<file path="src/rtl/stage2_message_framer_pkg.sv">
// Shared framer definitions: FSM state encoding, error codes and header byte counts,
// kept next to the stage-3 sequence-number width they must agree with.
package stage2_message_framer_pkg;

    localparam int packet_seq_num_data_bits = 64;

    localparam int SESSION_BYTES_DEFAULT = 10;
    localparam int COUNT_BYTES           = 2;
    localparam int BYTE_CNT_W            = 8;

    typedef enum logic [2:0] {
        ST_IDLE    = 3'd0,
        ST_SESSION = 3'd1,
        ST_SEQ     = 3'd2,
        ST_COUNT   = 3'd3,
        ST_LEN_HI  = 3'd4,
        ST_LEN_LO  = 3'd5,
        ST_PAYLOAD = 3'd6,
        ST_DROP    = 3'd7
    } fsm_state_e;

    typedef enum logic [1:0] {
        ERR_NONE  = 2'd0,
        ERR_TRUNC = 2'd1,
        ERR_TRAIL = 2'd2,
        ERR_SOP   = 2'd3
    } err_code_e;

endpackage

</file>
<file path="src/rtl/stage2_message_framer.sv">
// Splits a byte stream of packets (session ID, sequence number, message count, then
// length-prefixed messages) into message payload bytes with header and error strobes.
module stage2_message_framer
    import stage2_message_framer_pkg::*;
#(
    parameter int SEQ_W         = packet_seq_num_data_bits,
    parameter int SESSION_BYTES = SESSION_BYTES_DEFAULT
) (
    input  logic             clk,
    input  logic             rst_n,
    input  logic             in_valid,
    input  logic [7:0]       in_data,
    input  logic             in_sop,
    input  logic             in_eop,
    output logic             msg_valid,
    output logic [7:0]       msg_data,
    output logic             msg_sop,
    output logic             msg_eop,
    output logic             message_en,
    output logic             hdr_valid,
    output logic [SEQ_W-1:0] hdr_seq_num,
    output logic [15:0]      hdr_msg_count,
    output logic             err_pulse,
    output logic [1:0]       err_code,
    output fsm_state_e       dbg_state
);

    localparam int SEQ_BYTES = SEQ_W / 8;
    localparam logic [BYTE_CNT_W-1:0] SESS_LAST  = BYTE_CNT_W'(SESSION_BYTES - 1);
    localparam logic [BYTE_CNT_W-1:0] SEQ_LAST   = BYTE_CNT_W'(SEQ_BYTES - 1);
    localparam logic [BYTE_CNT_W-1:0] COUNT_LAST = BYTE_CNT_W'(COUNT_BYTES - 1);

    fsm_state_e             state_q, state_d;
    logic [BYTE_CNT_W-1:0]  cnt_q, cnt_d;
    logic [SEQ_W-1:0]       seq_sh_q, seq_sh_d;
    logic [15:0]            cnt_sh_q, cnt_sh_d;
    logic [15:0]            msgs_left_q, msgs_left_d;
    logic [15:0]            len_left_q, len_left_d;
    logic [7:0]             len_hi_q, len_hi_d;
    logic                   first_q, first_d;
    logic                   trail_err_q, trail_err_d;

    logic                   msg_valid_q, msg_valid_d;
    logic [7:0]             msg_data_q, msg_data_d;
    logic                   msg_sop_q, msg_sop_d;
    logic                   msg_eop_q, msg_eop_d;
    logic                   message_en_q, message_en_d;
    logic                   hdr_valid_q, hdr_valid_d;
    logic [SEQ_W-1:0]       hdr_seq_q, hdr_seq_d;
    logic [15:0]            hdr_cnt_q, hdr_cnt_d;
    logic                   err_pulse_q, err_pulse_d;
    logic [1:0]             err_code_q, err_code_d;

    logic [15:0]            full_count;
    logic [15:0]            eff_count;
    logic [15:0]            full_len;
    logic                   last_byte;
    logic                   last_msg;
    logic                   trunc;

    always_comb begin
        state_d      = state_q;
        cnt_d        = cnt_q;
        seq_sh_d     = seq_sh_q;
        cnt_sh_d     = cnt_sh_q;
        msgs_left_d  = msgs_left_q;
        len_left_d   = len_left_q;
        len_hi_d     = len_hi_q;
        first_d      = first_q;
        trail_err_d  = trail_err_q;
        msg_valid_d  = 1'b0;
        msg_data_d   = msg_data_q;
        msg_sop_d    = 1'b0;
        msg_eop_d    = 1'b0;
        message_en_d = 1'b0;
        hdr_valid_d  = 1'b0;
        hdr_seq_d    = hdr_seq_q;
        hdr_cnt_d    = hdr_cnt_q;
        err_pulse_d  = 1'b0;
        err_code_d   = err_code_q;
        trunc        = 1'b0;

        full_count = {cnt_sh_q[7:0], in_data};
        eff_count  = (full_count == 16'hFFFF) ? 16'h0000 : full_count;
        full_len   = {len_hi_q, in_data};
        last_byte  = (len_left_q == 16'd1);
        last_msg   = (msgs_left_q == 16'd1);

        if (in_valid) begin
            if (in_sop) begin
                // Any sop restarts parsing; mid-packet it first closes what was open.
                if (state_q != ST_IDLE) begin
                    err_pulse_d = 1'b1;
                    err_code_d  = ERR_SOP;
                    if (state_q == ST_PAYLOAD && !first_q) begin
                        msg_eop_d = 1'b1;
                    end
                end
                seq_sh_d    = '0;
                cnt_sh_d    = '0;
                msgs_left_d = '0;
                len_left_d  = '0;
                first_d     = 1'b0;
                trail_err_d = 1'b0;
                if (in_eop) begin
                    state_d = ST_IDLE;
                    cnt_d   = '0;
                    if (state_q == ST_IDLE) begin
                        trunc = 1'b1;
                    end
                end else if (SESSION_BYTES > 1) begin
                    state_d = ST_SESSION;
                    cnt_d   = BYTE_CNT_W'(1);
                end else begin
                    state_d = ST_SEQ;
                    cnt_d   = '0;
                end
            end else begin
                case (state_q)
                    ST_IDLE: begin
                    end
                    ST_SESSION: begin
                        if (cnt_q == SESS_LAST) begin
                            state_d = ST_SEQ;
                            cnt_d   = '0;
                        end else begin
                            cnt_d = cnt_q + 1'b1;
                        end
                        trunc = in_eop;
                    end
                    ST_SEQ: begin
                        seq_sh_d = (seq_sh_q << 8) | SEQ_W'(in_data);
                        if (cnt_q == SEQ_LAST) begin
                            state_d = ST_COUNT;
                            cnt_d   = '0;
                        end else begin
                            cnt_d = cnt_q + 1'b1;
                        end
                        trunc = in_eop;
                    end
                    ST_COUNT: begin
                        cnt_sh_d = full_count;
                        if (cnt_q == COUNT_LAST) begin
                            hdr_valid_d = 1'b1;
                            hdr_seq_d   = seq_sh_q;
                            hdr_cnt_d   = full_count;
                            msgs_left_d = eff_count;
                            cnt_d       = '0;
                            if (eff_count != 16'd0) begin
                                state_d = ST_LEN_HI;
                                trunc   = in_eop;
                            end else begin
                                state_d = in_eop ? ST_IDLE : ST_DROP;
                            end
                        end else begin
                            cnt_d = cnt_q + 1'b1;
                            trunc = in_eop;
                        end
                    end
                    ST_LEN_HI: begin
                        len_hi_d = in_data;
                        state_d  = ST_LEN_LO;
                        trunc    = in_eop;
                    end
                    ST_LEN_LO: begin
                        if (full_len != 16'd0) begin
                            len_left_d = full_len;
                            first_d    = 1'b1;
                            state_d    = ST_PAYLOAD;
                            trunc      = in_eop;
                        end else begin
                            message_en_d = 1'b1;
                            msgs_left_d  = msgs_left_q - 16'd1;
                            if (last_msg) begin
                                state_d = in_eop ? ST_IDLE : ST_DROP;
                            end else begin
                                state_d = ST_LEN_HI;
                                trunc   = in_eop;
                            end
                        end
                    end
                    ST_PAYLOAD: begin
                        msg_valid_d = 1'b1;
                        msg_data_d  = in_data;
                        msg_sop_d   = first_q;
                        first_d     = 1'b0;
                        len_left_d  = len_left_q - 16'd1;
                        if (last_byte) begin
                            msg_eop_d    = 1'b1;
                            message_en_d = 1'b1;
                            msgs_left_d  = msgs_left_q - 16'd1;
                            if (last_msg) begin
                                state_d = in_eop ? ST_IDLE : ST_DROP;
                            end else begin
                                state_d = ST_LEN_HI;
                                trunc   = in_eop;
                            end
                        end else if (in_eop) begin
                            // Short message: close it for downstream, but it never counts.
                            msg_eop_d = 1'b1;
                            trunc     = 1'b1;
                        end
                    end
                    ST_DROP: begin
                        if (in_eop) begin
                            state_d = ST_IDLE;
                        end else if (!trail_err_q) begin
                            err_pulse_d = 1'b1;
                            err_code_d  = ERR_TRAIL;
                            trail_err_d = 1'b1;
                        end
                    end
                    default: begin
                        state_d = ST_IDLE;
                    end
                endcase

                if (trunc) begin
                    err_pulse_d = 1'b1;
                    err_code_d  = ERR_TRUNC;
                    state_d     = ST_IDLE;
                    cnt_d       = '0;
                end
            end
        end
    end

    always_ff @(posedge clk) begin
        if (!rst_n) begin
            state_q      <= ST_IDLE;
            cnt_q        <= '0;
            seq_sh_q     <= '0;
            cnt_sh_q     <= '0;
            msgs_left_q  <= '0;
            len_left_q   <= '0;
            len_hi_q     <= '0;
            first_q      <= 1'b0;
            trail_err_q  <= 1'b0;
            msg_valid_q  <= 1'b0;
            msg_data_q   <= '0;
            msg_sop_q    <= 1'b0;
            msg_eop_q    <= 1'b0;
            message_en_q <= 1'b0;
            hdr_valid_q  <= 1'b0;
            hdr_seq_q    <= '0;
            hdr_cnt_q    <= '0;
            err_pulse_q  <= 1'b0;
            err_code_q   <= '0;
        end else begin
            state_q      <= state_d;
            cnt_q        <= cnt_d;
            seq_sh_q     <= seq_sh_d;
            cnt_sh_q     <= cnt_sh_d;
            msgs_left_q  <= msgs_left_d;
            len_left_q   <= len_left_d;
            len_hi_q     <= len_hi_d;
            first_q      <= first_d;
            trail_err_q  <= trail_err_d;
            msg_valid_q  <= msg_valid_d;
            msg_data_q   <= msg_data_d;
            msg_sop_q    <= msg_sop_d;
            msg_eop_q    <= msg_eop_d;
            message_en_q <= message_en_d;
            hdr_valid_q  <= hdr_valid_d;
            hdr_seq_q    <= hdr_seq_d;
            hdr_cnt_q    <= hdr_cnt_d;
            err_pulse_q  <= err_pulse_d;
            err_code_q   <= err_code_d;
        end
    end

    assign msg_valid     = msg_valid_q;
    assign msg_data      = msg_data_q;
    assign msg_sop       = msg_sop_q;
    assign msg_eop       = msg_eop_q;
    assign message_en    = message_en_q;
    assign hdr_valid     = hdr_valid_q;
    assign hdr_seq_num   = hdr_seq_q;
    assign hdr_msg_count = hdr_cnt_q;
    assign err_pulse     = err_pulse_q;
    assign err_code      = err_code_q;
    assign dbg_state     = state_q;

endmodule

</file>
<file path="config.mk">
export PLATFORM = sky130hd
export DESIGN_NAME = stage2_message_framer
export DESIGN_NICKNAME = d
export VERILOG_FILES = /design/src/rtl/stage2_message_framer_pkg.sv /design/src/rtl/stage2_message_framer.sv
export SDC_FILE = /design/constraint.sdc
export NUM_CORES = 1
export LEC_CHECK = 0
export ABC_AREA = 1
export CAP_MARGIN = 40
export CORE_ASPECT_RATIO = 1.25
export CORE_MARGIN = 5
export CORE_UTILIZATION = 51
export DETAILED_ROUTE_END_ITERATION = 8
export PLACE_DENSITY = 0.74
export SYNTH_ARGS = -nofsm -noshare
export SYNTH_HDL_FRONTEND = slang
export SYNTH_SLANG_ARGS = --single-unit
</file>
<file path="constraint.sdc">
create_clock -name clk -period 1.7 [get_ports clk]
set_input_delay 0.34 -clock clk [delete_from_list [all_inputs] [get_ports clk]]
set_output_delay 0.34 -clock clk [all_outputs]
set_load 0.005 [all_outputs]
</file>
Yosys cells after proc, flatten, opt, wreduce, memory -nomap -nowiden. Index checks and enable logic that the tools add are counted.

Output and inout port bits: 99. Bits of input ports: 13. Register bits after elaboration: 221. Logic and storage cells: 153.

Reduce and logical (&&, ||, !) cells: 29. $add $sub $neg: 3. Equal/unequal tests: 26. Muxes and demuxes: 70. Bitwise gates (word level): 6.

Operator list (number): 2-to-1 mux 64 bit (2); 2-to-1 mux 16 bit (7); bitwise OR 64 x 8 -> 64 bit (1); 2-to-1 mux 8 bit (7); case mux 16 bit (3 select lines) (1); 2-to-1 mux 3 bit (11); equality test 16 x 1 -> 1 bit (second input constant) (2); case mux 16 bit (2 select lines) (1); nonzero test 16 bit (2); subtractor 16 x 1 -> 16 bit (second input constant) (2); 2-to-1 mux 1 bit (30); case mux 8 bit (3 select lines) (1); case mux 3 bit (7 select lines) (1); equality test 16 bit (second input constant) (1); inequality test 4 bit (second input constant) (4); equality test 3 bit (second input constant) (4); 2-to-1 mux 2 bit (6); inequality test 3 bit (second input constant) (4); AND reduction 3 bit (4); AND reduction 5 bit (2); nonzero test 3 bit (3); nonzero test 9 bit (1); adder 8 x 1 -> 8 bit (second input constant) (1); equality test 8 x 1 -> 1 bit (second input constant) (1); other kinds (21) (35).

Logic depth before layout (Yosys ltp).
Word-level depth: 10. Depth in mapped cells: 18. Gate-level depth less buffers: 18.

Worst setup path before layout. OpenSTA, ideal clock, no wires.

Path kind: reg-to-reg. From: reg msgs_left_q[0]. To: reg msgs_left_q[14]. Cell stages (with the launch flop): 14. Arrival time: 1.681 ns. Buffers on the path: 0. Setup time: 0.132 ns. Slack: -0.114 ns. Data required time: 1.568 ns. Clock period less this slack: 1.814 ns. Path through: dfxtp_1 -> inv_1 -> ha_1 -> inv_1 -> nor3_1 -> nand2_1 -> nor2_1 -> nand2_1 -> o21ai_0 -> o21ai_0 -> nand2_1 -> nand2_1 -> nand3_1 -> a21oi_1.

Word-level cells in the longest chain between the ends: 4. Elaborated cells on any way between the ends: 5. Those cells by class: add/sub: 1; mux: 4.

RTL lines: from (decl) (RTL line stage2_message_framer.sv:37) `logic [15:0] msgs_left_q, msgs_left_d;`; from (signal assigned) (RTL line stage2_message_framer.sv:254) `msgs_left_q <= msgs_left_d;`; subtractor 16 x 1 -> 16 bit (*) (RTL line stage2_message_framer.sv:173, stage2_message_framer.sv:191); 2-to-1 mux 16 bit, on equally long branches (RTL line stage2_message_framer.sv:188, stage2_message_framer.sv:166); case mux 16 bit (3 select lines) (*) (RTL line stage2_message_framer.sv:119) `case (state_q)`; 2-to-1 mux 16 bit (*) (RTL line stage2_message_framer.sv:90) `if (in_sop) begin`.

Mark *: on every way between the ends. The rest lies on a longest branch, timed or not. The select of a mux whose other input is x is not followed. A chain may end at the register's enable or synchronous reset.

Worst setup path after layout.
From: reg msgs_left_q[1]. To: reg state_q[2], in the netlist dbg_state[2].

Word-level cells in the longest chain between the ends: 8. Elaborated cells on any way between the ends: 20. Those cells by class: eq/ne: 6; mux: 12; reduce/logical: 2.

RTL lines: equality test 16 x 1 -> 1 bit (*) (RTL line stage2_message_framer.sv:87) `last_msg = (msgs_left_q == 16'd1);`; 2-to-1 mux 1 bit (RTL line stage2_message_framer.sv:174, stage2_message_framer.sv:192); 2-to-1 mux 1 bit, on equally long branches (RTL line stage2_message_framer.sv:188, stage2_message_framer.sv:166); case mux 1 bit (4 select lines) (RTL line stage2_message_framer.sv:119); 2-to-1 mux 1 bit (RTL line stage2_message_framer.sv:90); 2-to-1 mux 1 bit (RTL line stage2_message_framer.sv:89) `if (in_valid) begin`; nonzero test 9 bit (no source line) (tied with other cells); AND reduction 7 bit (no source line) or 2-to-1 mux 3 bit (tied branches); to (signal assigned) (RTL line stage2_message_framer.sv:250) `state_q <= state_d;`; to (decl) (RTL line stage2_message_framer.sv:33) `fsm_state_e state_q, state_d;`.

Marked as above.

==> qor.yml <==
setup-tns-final_ns: -15.38
synth_nets: 1346
relSlewSlack_pct: 67.37
die_h_um: 163.2
synth.yosys.seq_area_share_pct: 46.22
drv_slew: 0
syn_area_per_cell_um2: 7.213
fin_util_pct: 85.04
htree_levels: 1
synth_edf_count: 0
drv_cap: 0
crit_type: "reg2reg"
worst_setup_path_end_kind: "register"
path_clk_slew_ns: 0.07
dp_hpwl_um: 19260
routed_via_density: 5.896
core_area_mm2: 0.01864
powerDensity_mw_per_mm2: 864.0
die_w_um: 132.5
cts_buffers: 22
start_kind: "register"
synthCells: 1327
root_buffer: "clkbuf_16"
syn-cell-area_mm2: 0.009572
worstHoldPathType: "in2reg"
drive_above_1_share_pct: 40.06
nFillCells: 908
period_share_pct: 118.3
detail-route-antenna-nets: 0
multi_input_area_mm2: 0.005736
synth-main-ff-cell: "dfxtp_1"
cts_buffer_depth: 3
cts_tree: "done"
portBuffers: 111
clock_latency_ns: 0.51
dp_slack_ns: -0.6559
status: "finished, violations left"
tightest_slew_ns: 0.4849
pin_count: 112
rsz0062_at_grt: "true"
cts.sinks: 221
async_reset_ff_share_pct: 0
setup_slack_ns: -0.3114
postCtsHoldBufs: 0
rows: 56
skew_ns: 0.02133
failed_checks: "negative setup slack"
track_usage_pct: 25.59
vias: 11260
yosysWarnings: 0
finalHoldViolCount: 0
fmax_ghz: 0.4972
nNetsFinal: 1681
first_pass_iters: 6
grt_overflow: 0
setup_viol: 161
initial_core_util_pct: 51.36
finalWirelength_um: 39370
arrival_ns: 2.41
post-route-min-period_ns: 2.011
ys_seq_elements: 221
area_delta_synth_final_pct: 65.59
max-vdd-ir-drop_uv: 910.3
antenna_found_initial: 3
grt_max_degree: 74
grt_pass1_wl_um: 46150
drc: 0
crit_path_max_fanout: 2
timing.hold.ws_ns: 0.2576
drt_iter0_drc: 916
cp.required_ns: 2.10
first_global_vias: 9667
gp_congestion: 0.8989
seq_area_mm2: 0.004467
dieArea_mm2: 0.02163
p_leak_nw: 7.714
post_drt_wl_per_cell_um: 20.61
synth_cell_type_count: 45
final cells by class:
| class | count | share of cell area, % |
|---|---|---|
| diodes | 3 | 0.04736 |
| clock buffers | 29 | 3.963 |
| clock inverters | 8 | 0.9394 |
| inverters | 150 | 3.750 |
| multi-input cells | 887 | 36.19 |
| flip-flops and latches | 221 | 28.18 |
| well taps | 232 | 1.831 |
| repair buffers | 379 | 25.05 |
| repair inverters | 1 | 0.05526 |
through the flow:
step	std cells	power, mW	cell area, µm²
after floorplan	1327	6.611	9580
after global placement	1815	7.569	12470
after detailed placement	1815	7.602	12470
after CTS	1877	13.01	13780
after global routing	1910	14.12	15850
final	1910	13.69	15850
registers in the layout (all words and copies together), names as in the netlist, 2 cells and up:
| register | count |
|---|---|
| len_hi_q | 8 |
| cnt_q | 8 |
| cnt_sh_q | 8 |
| len_left_q | 16 |
| hdr_msg_count | 16 |
| msg_data | 8 |
| err_code | 2 |
| hdr_seq_num | 64 |
| msgs_left_q | 16 |
| seq_sh_q | 64 |
| dbg_state | 3 |
cells by family (layout without fill, tap and decap cells):
family / after synthesis / in the layout / synth area share, %
XOR/XNOR: 14 / 14 / 1.281
adder cells (fa/ha/maj): 6 / 6 / 0.7843
buffers and inverters: 221 / 567 / 9.255
AND/OR/NAND/NOR: 510 / 512 / 22.81
flip-flops: 221 / 221 / 46.22
other: 0 / 3 / 0
AO/OA/AOI/OAI: 355 / 355 / 19.65
routing by layer:
metal	vias to the layer above	track usage [%]	share of wire (%)
li1	5005	-	-
met1	5335	29.05	35
met2	667	46.91	51
met3	254	3.420	6.4
met4	0	13.04	8.0
met5	-	0	0
critical path: stages, from the launching register on:
cell and delay [ns]:
dfxtp_2 0.32, inv_2 0.07, ha_4 0.13, inv_2 0.02, nor2_1 0.09, nand2_1 0.07, nor2_1 0.10, nand3_1 0.13
nand2_1 0.12, clkinv_2 0.09, buf_4 0.14, buf_4 0.12, nor3_2 0.19, nor2_1 0.09, nor2_1 0.17, nor2_1 0.07
worst paths after layout:
kind | startpoint | end | slack (ns) | cells after the start
max reg2reg | msgs_left_q[1]$_SDFFE_PN0P_ | dbg_state[2]$_SDFFE_PN0P_ | -0.31 | 15
min reg2reg | hdr_seq_num[29]$_SDFFE_PN0P_ | hdr_seq_num[29]$_SDFFE_PN0P_ | 0.45 | 2
max | msgs_left_q[1]$_SDFFE_PN0P_ | dbg_state[2]$_SDFFE_PN0P_ | -0.31 | 15
min | rst_n | len_hi_q[1]$_SDFFE_PN0P_ | 0.26 | 3
cell usage after synthesis, drive strengths merged (10+ instances only):
library cell  instances  area share (%)
o21ai               117             6.3
nand4                10            0.81
nand2               285              12
a21oi               216              11
nor3                 16            0.84
dfxtp               221              46
clkbuf               47             1.9
buf                  24             1.5
inv                 146             5.7
xor2                 11             1.0
nand3                65             3.5
nor2                128             5.5
layout by cell type, fill, tap and decap left out, drive strengths merged, types with 3 or more instances in the layout:
| master | netlist | final |
|---|---|---|
| dlymetal6s2s | 0 | 53 |
| clkinv | 4 | 8 |
| nor4 | 3 | 3 |
| nand3 | 65 | 66 |
| nor3 | 16 | 16 |
| dfxtp | 221 | 221 |
| inv | 146 | 145 |
| xnor2 | 3 | 3 |
| ha | 6 | 6 |
| nor2 | 128 | 128 |
| xor2 | 11 | 11 |
| bufinv | 0 | 4 |
| dlygate4sd2 | 0 | 21 |
| clkdlybuf4s50 | 0 | 35 |
| diode | 0 | 3 |
| a21oi | 216 | 216 |
| clkbuf | 47 | 43 |
| a31oi | 3 | 3 |
| o21ai | 117 | 117 |
| nand4 | 10 | 10 |
| buf | 24 | 256 |
| o221ai | 4 | 4 |
| o211ai | 6 | 6 |
| nand2 | 285 | 286 |
| or2 | 3 | 3 |
report_power, final:
| group | total [mW] | switching (mW) | leakage, nW | internal (mW) |
|---|---|---|---|---|
| logic | 2.99 | 1.67 | 5.54 | 1.32 |
| registers | 5.37 | 0.0871 | 1.80 | 5.28 |
| clock network | 5.33 | 2.13 | 0.373 | 3.20 |
repair_timing:
action / 4_1_cts / 5_1_grt
setup endpoints to repair: 154 / 250
cloned: 7 / 17
setup buffers: 19 / 15
pin swaps: 33 / 138
gates resized for setup: 145 / 479
No activity file was read; power rests on OpenSTA's default activity.
